--- src/rtl/cicero_job_sequencer.sv ---
// Job driver for a bank of CICERO engine register files: writes a job's words,
// starts the selected engine, collects its verdict and elapsed clocks.

module cicero_cmd_lane #(
    parameter int                   REG_WIDTH = 32,
    parameter int                   ENG_W     = 2,
    parameter int                   LANE      = 0,
    parameter logic [REG_WIDTH-1:0] NOP_VAL   = '0
) (
    input  logic [ENG_W-1:0]     eng_sel,
    input  logic [REG_WIDTH-1:0] cmd,
    output logic [REG_WIDTH-1:0] lane_cmd
);
    assign lane_cmd = (eng_sel == ENG_W'(LANE)) ? cmd : NOP_VAL;
endmodule

module cicero_job_sequencer #(
    parameter int REG_WIDTH   = 32,
    parameter int NUM_ENGINES = 4,
    parameter int TIMEOUT_CC  = 65535,
    localparam int ENG_W      = (NUM_ENGINES > 1) ? $clog2(NUM_ENGINES) : 1
) (
    input  logic                             clk,
    input  logic                             rst,
    input  logic                             job_valid,
    output logic                             job_ready,
    input  logic [ENG_W-1:0]                 job_engine,
    input  logic [REG_WIDTH-1:0]             job_base_addr,
    input  logic [REG_WIDTH-1:0]             job_start_ptr,
    input  logic [REG_WIDTH-1:0]             job_end_ptr,
    input  logic                             ld_valid,
    output logic                             ld_ready,
    input  logic [REG_WIDTH-1:0]             ld_data,
    input  logic                             ld_last,
    output logic                             res_valid,
    input  logic                             res_ready,
    output logic [ENG_W-1:0]                 res_engine,
    output logic [1:0]                       res_status,
    output logic [REG_WIDTH-1:0]             res_cc,
    output logic [REG_WIDTH-1:0]             eng_address,
    output logic [REG_WIDTH-1:0]             eng_data_in,
    output logic [REG_WIDTH-1:0]             eng_start_ptr,
    output logic [REG_WIDTH-1:0]             eng_end_ptr,
    output logic [NUM_ENGINES*REG_WIDTH-1:0] eng_cmd,
    input  logic [NUM_ENGINES*REG_WIDTH-1:0] eng_status,
    input  logic [NUM_ENGINES*REG_WIDTH-1:0] eng_data_o
);
    localparam int TW = $clog2(TIMEOUT_CC + 1);

    localparam logic [REG_WIDTH-1:0] CMD_NOP                = REG_WIDTH'(0);
    localparam logic [REG_WIDTH-1:0] CMD_WRITE              = REG_WIDTH'(1);
    localparam logic [REG_WIDTH-1:0] CMD_START              = REG_WIDTH'(2);
    localparam logic [REG_WIDTH-1:0] CMD_RESET              = REG_WIDTH'(3);
    localparam logic [REG_WIDTH-1:0] CMD_READ_ELAPSED_CLOCK = REG_WIDTH'(4);
    localparam logic [REG_WIDTH-1:0] STATUS_RUNNING         = REG_WIDTH'(1);
    localparam logic [REG_WIDTH-1:0] STATUS_ACCEPTED        = REG_WIDTH'(2);
    localparam logic [REG_WIDTH-1:0] STATUS_REJECTED        = REG_WIDTH'(3);

    typedef enum logic [3:0] {
        IDLE, W_ADDR, W_DATA, W_CMD, W_NOP, DRAIN, S_PTR, S_CMD,
        S_CHK, WAIT, ELAPSED, E_CAP, ABORT, A_NOP, RESP
    } state_t;

    state_t               state, state_d;
    logic                 armed;
    logic [ENG_W-1:0]     eng_sel, eng_sel_d;
    logic [REG_WIDTH-1:0] sp, sp_d, ep, ep_d, wa, wa_d, word_q, word_d;
    logic                 last_q, last_d;
    logic [REG_WIDTH-1:0] addr_d, din_d, sptr_d, eptr_d, cmd_q, cmd_d, res_cc_d;
    logic [TW-1:0]        timer, timer_d;
    logic [1:0]           res_status_d;
    logic [REG_WIDTH-1:0] sel_status, sel_data;
    logic                 job_eng_ok;

    assign job_eng_ok = (32'(job_engine) < 32'(NUM_ENGINES));
    assign job_ready  = (state == IDLE) && armed;
    assign ld_ready   = (state == W_ADDR) || (state == DRAIN);
    assign res_valid  = (state == RESP);
    assign res_engine = eng_sel;

    always_comb begin
        sel_status = '0;
        sel_data   = '0;
        for (int i = 0; i < NUM_ENGINES; i++) begin
            if (eng_sel == ENG_W'(i)) begin
                sel_status = eng_status[i*REG_WIDTH +: REG_WIDTH];
                sel_data   = eng_data_o[i*REG_WIDTH +: REG_WIDTH];
            end
        end
    end

    // Only the selected lane ever sees cmd_q; everyone else idles on NOP.
    for (genvar g = 0; g < NUM_ENGINES; g++) begin : g_lane
        cicero_cmd_lane #(
            .REG_WIDTH(REG_WIDTH), .ENG_W(ENG_W), .LANE(g), .NOP_VAL(CMD_NOP)
        ) u_lane (
            .eng_sel  (eng_sel),
            .cmd      (cmd_q),
            .lane_cmd (eng_cmd[g*REG_WIDTH +: REG_WIDTH])
        );
    end

    always_comb begin
        state_d      = state;
        eng_sel_d    = eng_sel;
        sp_d         = sp;
        ep_d         = ep;
        wa_d         = wa;
        word_d       = word_q;
        last_d       = last_q;
        addr_d       = eng_address;
        din_d        = eng_data_in;
        sptr_d       = eng_start_ptr;
        eptr_d       = eng_end_ptr;
        cmd_d        = cmd_q;
        timer_d      = timer;
        res_status_d = res_status;
        res_cc_d     = res_cc;
        case (state)
            IDLE: if (job_valid && job_ready) begin
                eng_sel_d    = job_engine;
                sp_d         = job_start_ptr;
                ep_d         = job_end_ptr;
                wa_d         = job_base_addr >> 2;
                res_status_d = 2'd2;
                res_cc_d     = '0;
                state_d      = job_eng_ok ? W_ADDR : DRAIN;
            end
            W_ADDR: if (ld_valid) begin
                addr_d  = wa;
                word_d  = ld_data;
                last_d  = ld_last;
                state_d = W_DATA;
            end
            W_DATA: begin
                din_d   = word_q;
                state_d = W_CMD;
            end
            W_CMD: begin
                cmd_d   = CMD_WRITE;
                state_d = W_NOP;
            end
            W_NOP: begin
                cmd_d   = CMD_NOP;
                wa_d    = wa + REG_WIDTH'(1);
                state_d = last_q ? S_PTR : W_ADDR;
            end
            // Unknown engine: swallow the word stream, then report start_fail.
            DRAIN: if (ld_valid && ld_last) state_d = RESP;
            S_PTR: begin
                sptr_d  = sp;
                eptr_d  = ep;
                timer_d = '0;
                state_d = S_CMD;
            end
            S_CMD: begin
                cmd_d   = CMD_START;
                timer_d = timer + TW'(1);
                if (timer == TW'(2)) state_d = S_CHK;
            end
            S_CHK: begin
                if (sel_status == STATUS_RUNNING) begin
                    cmd_d   = CMD_NOP;
                    timer_d = '0;
                    state_d = WAIT;
                end else begin
                    res_status_d = 2'd2;
                    state_d      = ABORT;
                end
            end
            WAIT: begin
                timer_d = timer + TW'(1);
                if (sel_status == STATUS_ACCEPTED) begin
                    res_status_d = 2'd0;
                    state_d      = ELAPSED;
                end else if (sel_status == STATUS_REJECTED) begin
                    res_status_d = 2'd1;
                    state_d      = ELAPSED;
                end else if (timer + TW'(1) == TW'(TIMEOUT_CC)) begin
                    res_status_d = 2'd3;
                    state_d      = ABORT;
                end else if (sel_status != STATUS_RUNNING) begin
                    res_status_d = 2'd2;
                    state_d      = ABORT;
                end
            end
            ELAPSED: begin
                cmd_d   = CMD_READ_ELAPSED_CLOCK;
                state_d = E_CAP;
            end
            E_CAP: begin
                cmd_d    = CMD_NOP;
                res_cc_d = sel_data;
                state_d  = RESP;
            end
            ABORT: begin
                cmd_d   = CMD_RESET;
                state_d = A_NOP;
            end
            A_NOP: begin
                cmd_d    = CMD_NOP;
                res_cc_d = '0;
                state_d  = RESP;
            end
            RESP: if (res_ready) state_d = IDLE;
            default: state_d = IDLE;
        endcase
    end

    always_ff @(posedge clk or negedge rst) begin
        if (!rst) begin
            state         <= IDLE;
            armed         <= 1'b0;
            eng_sel       <= '0;
            sp            <= '0;
            ep            <= '0;
            wa            <= '0;
            word_q        <= '0;
            last_q        <= 1'b0;
            eng_address   <= '0;
            eng_data_in   <= '0;
            eng_start_ptr <= '0;
            eng_end_ptr   <= '0;
            cmd_q         <= CMD_NOP;
            timer         <= '0;
            res_status    <= '0;
            res_cc        <= '0;
        end else begin
            state         <= state_d;
            armed         <= 1'b1;
            eng_sel       <= eng_sel_d;
            sp            <= sp_d;
            ep            <= ep_d;
            wa            <= wa_d;
            word_q        <= word_d;
            last_q        <= last_d;
            eng_address   <= addr_d;
            eng_data_in   <= din_d;
            eng_start_ptr <= sptr_d;
            eng_end_ptr   <= eptr_d;
            cmd_q         <= cmd_d;
            timer         <= timer_d;
            res_status    <= res_status_d;
            res_cc        <= res_cc_d;
        end
    end
endmodule

--- config.mk ---
export PLATFORM = sky130hd
export DESIGN_NAME = cicero_job_sequencer
export DESIGN_NICKNAME = d
export VERILOG_FILES = /design/src/rtl/cicero_job_sequencer.sv
export SDC_FILE = /design/constraint.sdc
export NUM_CORES = 1
export LEC_CHECK = 0
export ABC_AREA = 1
export CAP_MARGIN = 10
export CELL_PAD_IN_SITES_DETAIL_PLACEMENT = 0
export CELL_PAD_IN_SITES_GLOBAL_PLACEMENT = 1
export CORE_AREA = 10 10 257 259
export CTS_BUF_LIST = sky130_fd_sc_hd__clkbuf_16
export DETAILED_ROUTE_END_ITERATION = 8
export DIE_AREA = 0 0 267 269
export MAX_ROUTING_LAYER = met4
export PLACE_DENSITY_LB_ADDON = 0.1
export SLEW_MARGIN = 0
export SYNTH_ARGS = -nofsm -noshare
export SYNTH_HDL_FRONTEND = slang
export SYNTH_HIERARCHICAL = 1
export SYNTH_SLANG_ARGS = --single-unit
--- constraint.sdc ---
create_clock -name clk -period 2.54 [get_ports clk]
set_input_delay 0.381 -clock clk [delete_from_list [all_inputs] [get_ports clk]]
set_output_delay 0.381 -clock clk [all_outputs]
set_load 0.01 [all_outputs]
==> results.toml <==
[power_and_ir_drop]
switching_share_pct = 41.8
vdd_drop_max_uv = 494
seqPwrFrac_pct = 33.6
combPwrFrac_pct = 47.1
power_mw = 26.2
power_leakage_nw = 11.0
clkPwrFrac_pct = 19.4
internal_power_mw = 15.2
power.switching_mw = 11.0
power.density_nw_per_um2 = 1050

[critical_path]
worstSetupEndpointType = "output pin"
crit_fanout = 15
path_cells = "buf_12 -> inv_2 -> nand2_4 -> nor2_4 -> clkdlybuf4s50_1"
cp.required_ns = 2.16
worstSetupStartpointType = "flop"
ff2ff_path_depth = 11
r2r_start = "res_engine[0]"
reg2reg_to = "timer[11]"
crit_slowest_cell = "clkdlybuf4s50_1"
critical_path_class = "flop to output pin"
arrival_ns = 2.05
rrSetupSlack_ns = 0.30
cp_slowest_stage_delay_ns = 0.59

[logic_synthesis]
yosysUniqueCellTypes = 52
ys_seq_area_share_pct = 47.9
syn-cell-area_um2 = 16600
async_flop_share_pct = 100
synth.yosys.warnings = 6
synth_ff_type = "dfrtp_1"
syn_area_per_cell_um2 = 7.79
synthCells = 2126
ys_ff_latch = 317
synth_edf_count = 0

[clock_network]
cts_tree = "done"
cts_max_level = 2
clk_pin_slew_ns = 0.06
cts-root-buf = "clkbuf_16"
clock_latency_ns = 0.56
cts.path.max_buffers = 3
clock_sinks = 317
cts_made_buffers = 38

[worst_hold_path]
min-delay-path-class = "input pin to asynchronous set/reset pin"

[timing]
slew_headroom_pct = 34.2
tightest_slew_ns = 0.987
max_freq_mhz = 411
slew_viol_final = 0
hold_viol_final = 0
setup_viol = 0
layout_min_cycle_time_ns = 2.43
fin_worst_skew_ns = 0.0216
rsz0062_at_grt = "no"
fin_crit_sh_pct = 95.7

[detailed_routing]
route.detailed.drc = 0
ant_nets = 0
detail_route.wl_per_cell_um = 19.9
vias_per_cell = 4.34
num_vias = 15809
dr.pass1.iters = 5
drt_iter0_drc = 934
wl_mm = 72.4

[layout]
syn_to_final_growth_pct = 50.2
fin_cells = 3644
nets = 3209
fin_area_um2 = 24900
drive_gt1_share_pct = 11.0

[placement]
place_hpwl_mm = 57.8
port_buffers = 568
dp_cells = 3560
dpl-instance-area_um2 = 23700
finalWeightedCongestion = 0.959

[global_routing]
grt_pass1_wl_mm = 108
grt_pass1_vias = 16190
antenna_found_initial = 20
grtUsageTotal_pct = 20.2
gr-total-overflow = 0
grt_max_degree = 107

[run_status]
outcome = "completed"

[floorplanning]
ios = 687
rows = 91
start_util_pct = 27.1
core_area_um2 = 61000
die-area_um2 = 71800
chipWidth_um = 267
die_h_um = 269

[job]
maxCapViolations = 0
[worst max path at each step]
stage / startpoint / endpoint / slack (ns) / cells past startpoint
final: res_engine[1] / eng_cmd[2] / 0.11 / 5
after global routing: res_engine[1] / eng_cmd[32] / 0.02 / 5
after CTS: res_engine[0] / eng_cmd[2] / 0.02 / 5
after detailed placement: eng_status[100] / timer[15] / -0.29 / 10
after global placement: eng_status[100] / timer[2] / -0.25 / 10
after floorplan: res_engine[1] / timer[10] / 0.65 / 14
[cells in the final DEF, fill, tap and decap left out, types with 13 or more instances in the layout]
cell / Yosys / final
nand2_1: 604 / 604
conb_1: 2 / 117
diode_2: 0 / 19
o21ai_0: 186 / 186
o22ai_1: 34 / 34
nand4_1: 18 / 18
nor2_2: 119 / 118
a21oi_1: 41 / 41
clkbuf_16: 0 / 40
inv_1: 321 / 329
nor2_1: 145 / 145
xor2_1: 13 / 13
clkdlybuf4s50_1: 0 / 562
nand3_1: 64 / 63
nor3_1: 15 / 15
o221ai_1: 14 / 14
nand2_2: 13 / 13
buf_4: 4 / 49
o211ai_1: 26 / 26
dfrtp_1: 317 / 315
nor2_4: 23 / 24
[stage by stage]
step           hold WS, ns  TNS, ns  util (%)  setup slack [ns]
2_1_floorplan       0.0854        0         -             0.653
3_3_place_gp         0.354    -5.50      38.8            -0.251
3_5_place_dp         0.356    -5.96      38.8            -0.289
4_1_cts              0.322        0      40.6            0.0164
5_1_grt              0.337        0      40.7            0.0204
6_report             0.340        0      40.8             0.108
[power by group through the flow]
stage / logic (mW) / registers, mW / clock network (mW)
2_1_floorplan: 6.43 / 8.96 / 0
3_3_place_gp: 12.2 / 8.82 / 0
3_5_place_dp: 12.3 / 8.85 / 0
4_1_cts: 12.4 / 8.81 / 5.28
5_1_grt: 13.7 / 9.10 / 5.45
6_report: 12.3 / 8.79 / 5.07
[cell type report]
class                           instances  area (um2)
Tap cell                              790         988
Clock buffer                           39         976
Clock inverter                         22         139
Sequential cell                       317        7940
Multi-Input combinational cell       1498        7300
Fill cell                            6294       36200
Antenna cell                           19        47.5
Inverter                              333        1260
Timing Repair Buffer                  626        6230
[sequential cells by signal, summed over array words and instances, names as in the netlist, 4 cells and up]
register,cells
eng_end_ptr,32
wa,32
state,4
res_cc,32
eng_data_in,32
ep,32
eng_start_ptr,32
timer,16
eng_address,32
word_q,32
sp,32
[kinds of logic after synthesis]
kind of cell	share of synthesized area, %
compound gates	11.5
other cells	0.0454
xor+xnor	0.688
simple gates	28.4
buf+inv	10.7
flops	47.9
mux	0.476
fa+ha+maj	0.227
[per-layer routing]
layer	wire (um)	GRT usage (%)	up-vias
li1	-	-	7903
met1	29300	23.3	7371
met2	36200	34.4	473
met3	5840	6.11	62
met4	1050	4.39	0
met5	0	-	-
[Yosys cell counts (all sizes together) (2+ instances only)]
master / instances / area [um2]
o311ai: 3 / 26.3
o22ai: 42 / 313
mux2: 7 / 78.8
o21ai: 193 / 977
o211ai: 26 / 195
nand2: 622 / 2400
o221ai: 14 / 123
or2: 3 / 18.8
nor2: 288 / 1570
nand4: 19 / 125
a2111oi: 2 / 17.5
conb: 2 / 7.51
ha: 3 / 37.5
nor4: 8 / 56.3
nand3b: 2 / 15.0
clkbuf: 51 / 191
nand3: 71 / 405
a31oi: 2 / 27.5
inv: 331 / 1240
dfrtp: 317 / 7930
clkinv: 2 / 8.75
nor3: 17 / 95.1
a21oi: 41 / 205
xor2: 13 / 114
buf: 42 / 328
[critical path: cells and delay by family (launching register included)]
kind / cells / cell delay (ns)
simple gates: 2 / 0.16
buf+inv: 3 / 0.85
flops: 1 / 0.48
[repair_timing]
item | in CTS | in global routing
endpoints found under the setup margin | 13 | 5
endpoints found under the hold margin | 50 | 0
hold buffers | 1 | 0
gates cloned | 0 | 1
gates resized for setup | 7 | 0
pin swaps | 0 | 0
buffers inserted | 0 | 2
(Power assumes the default switching activity.)
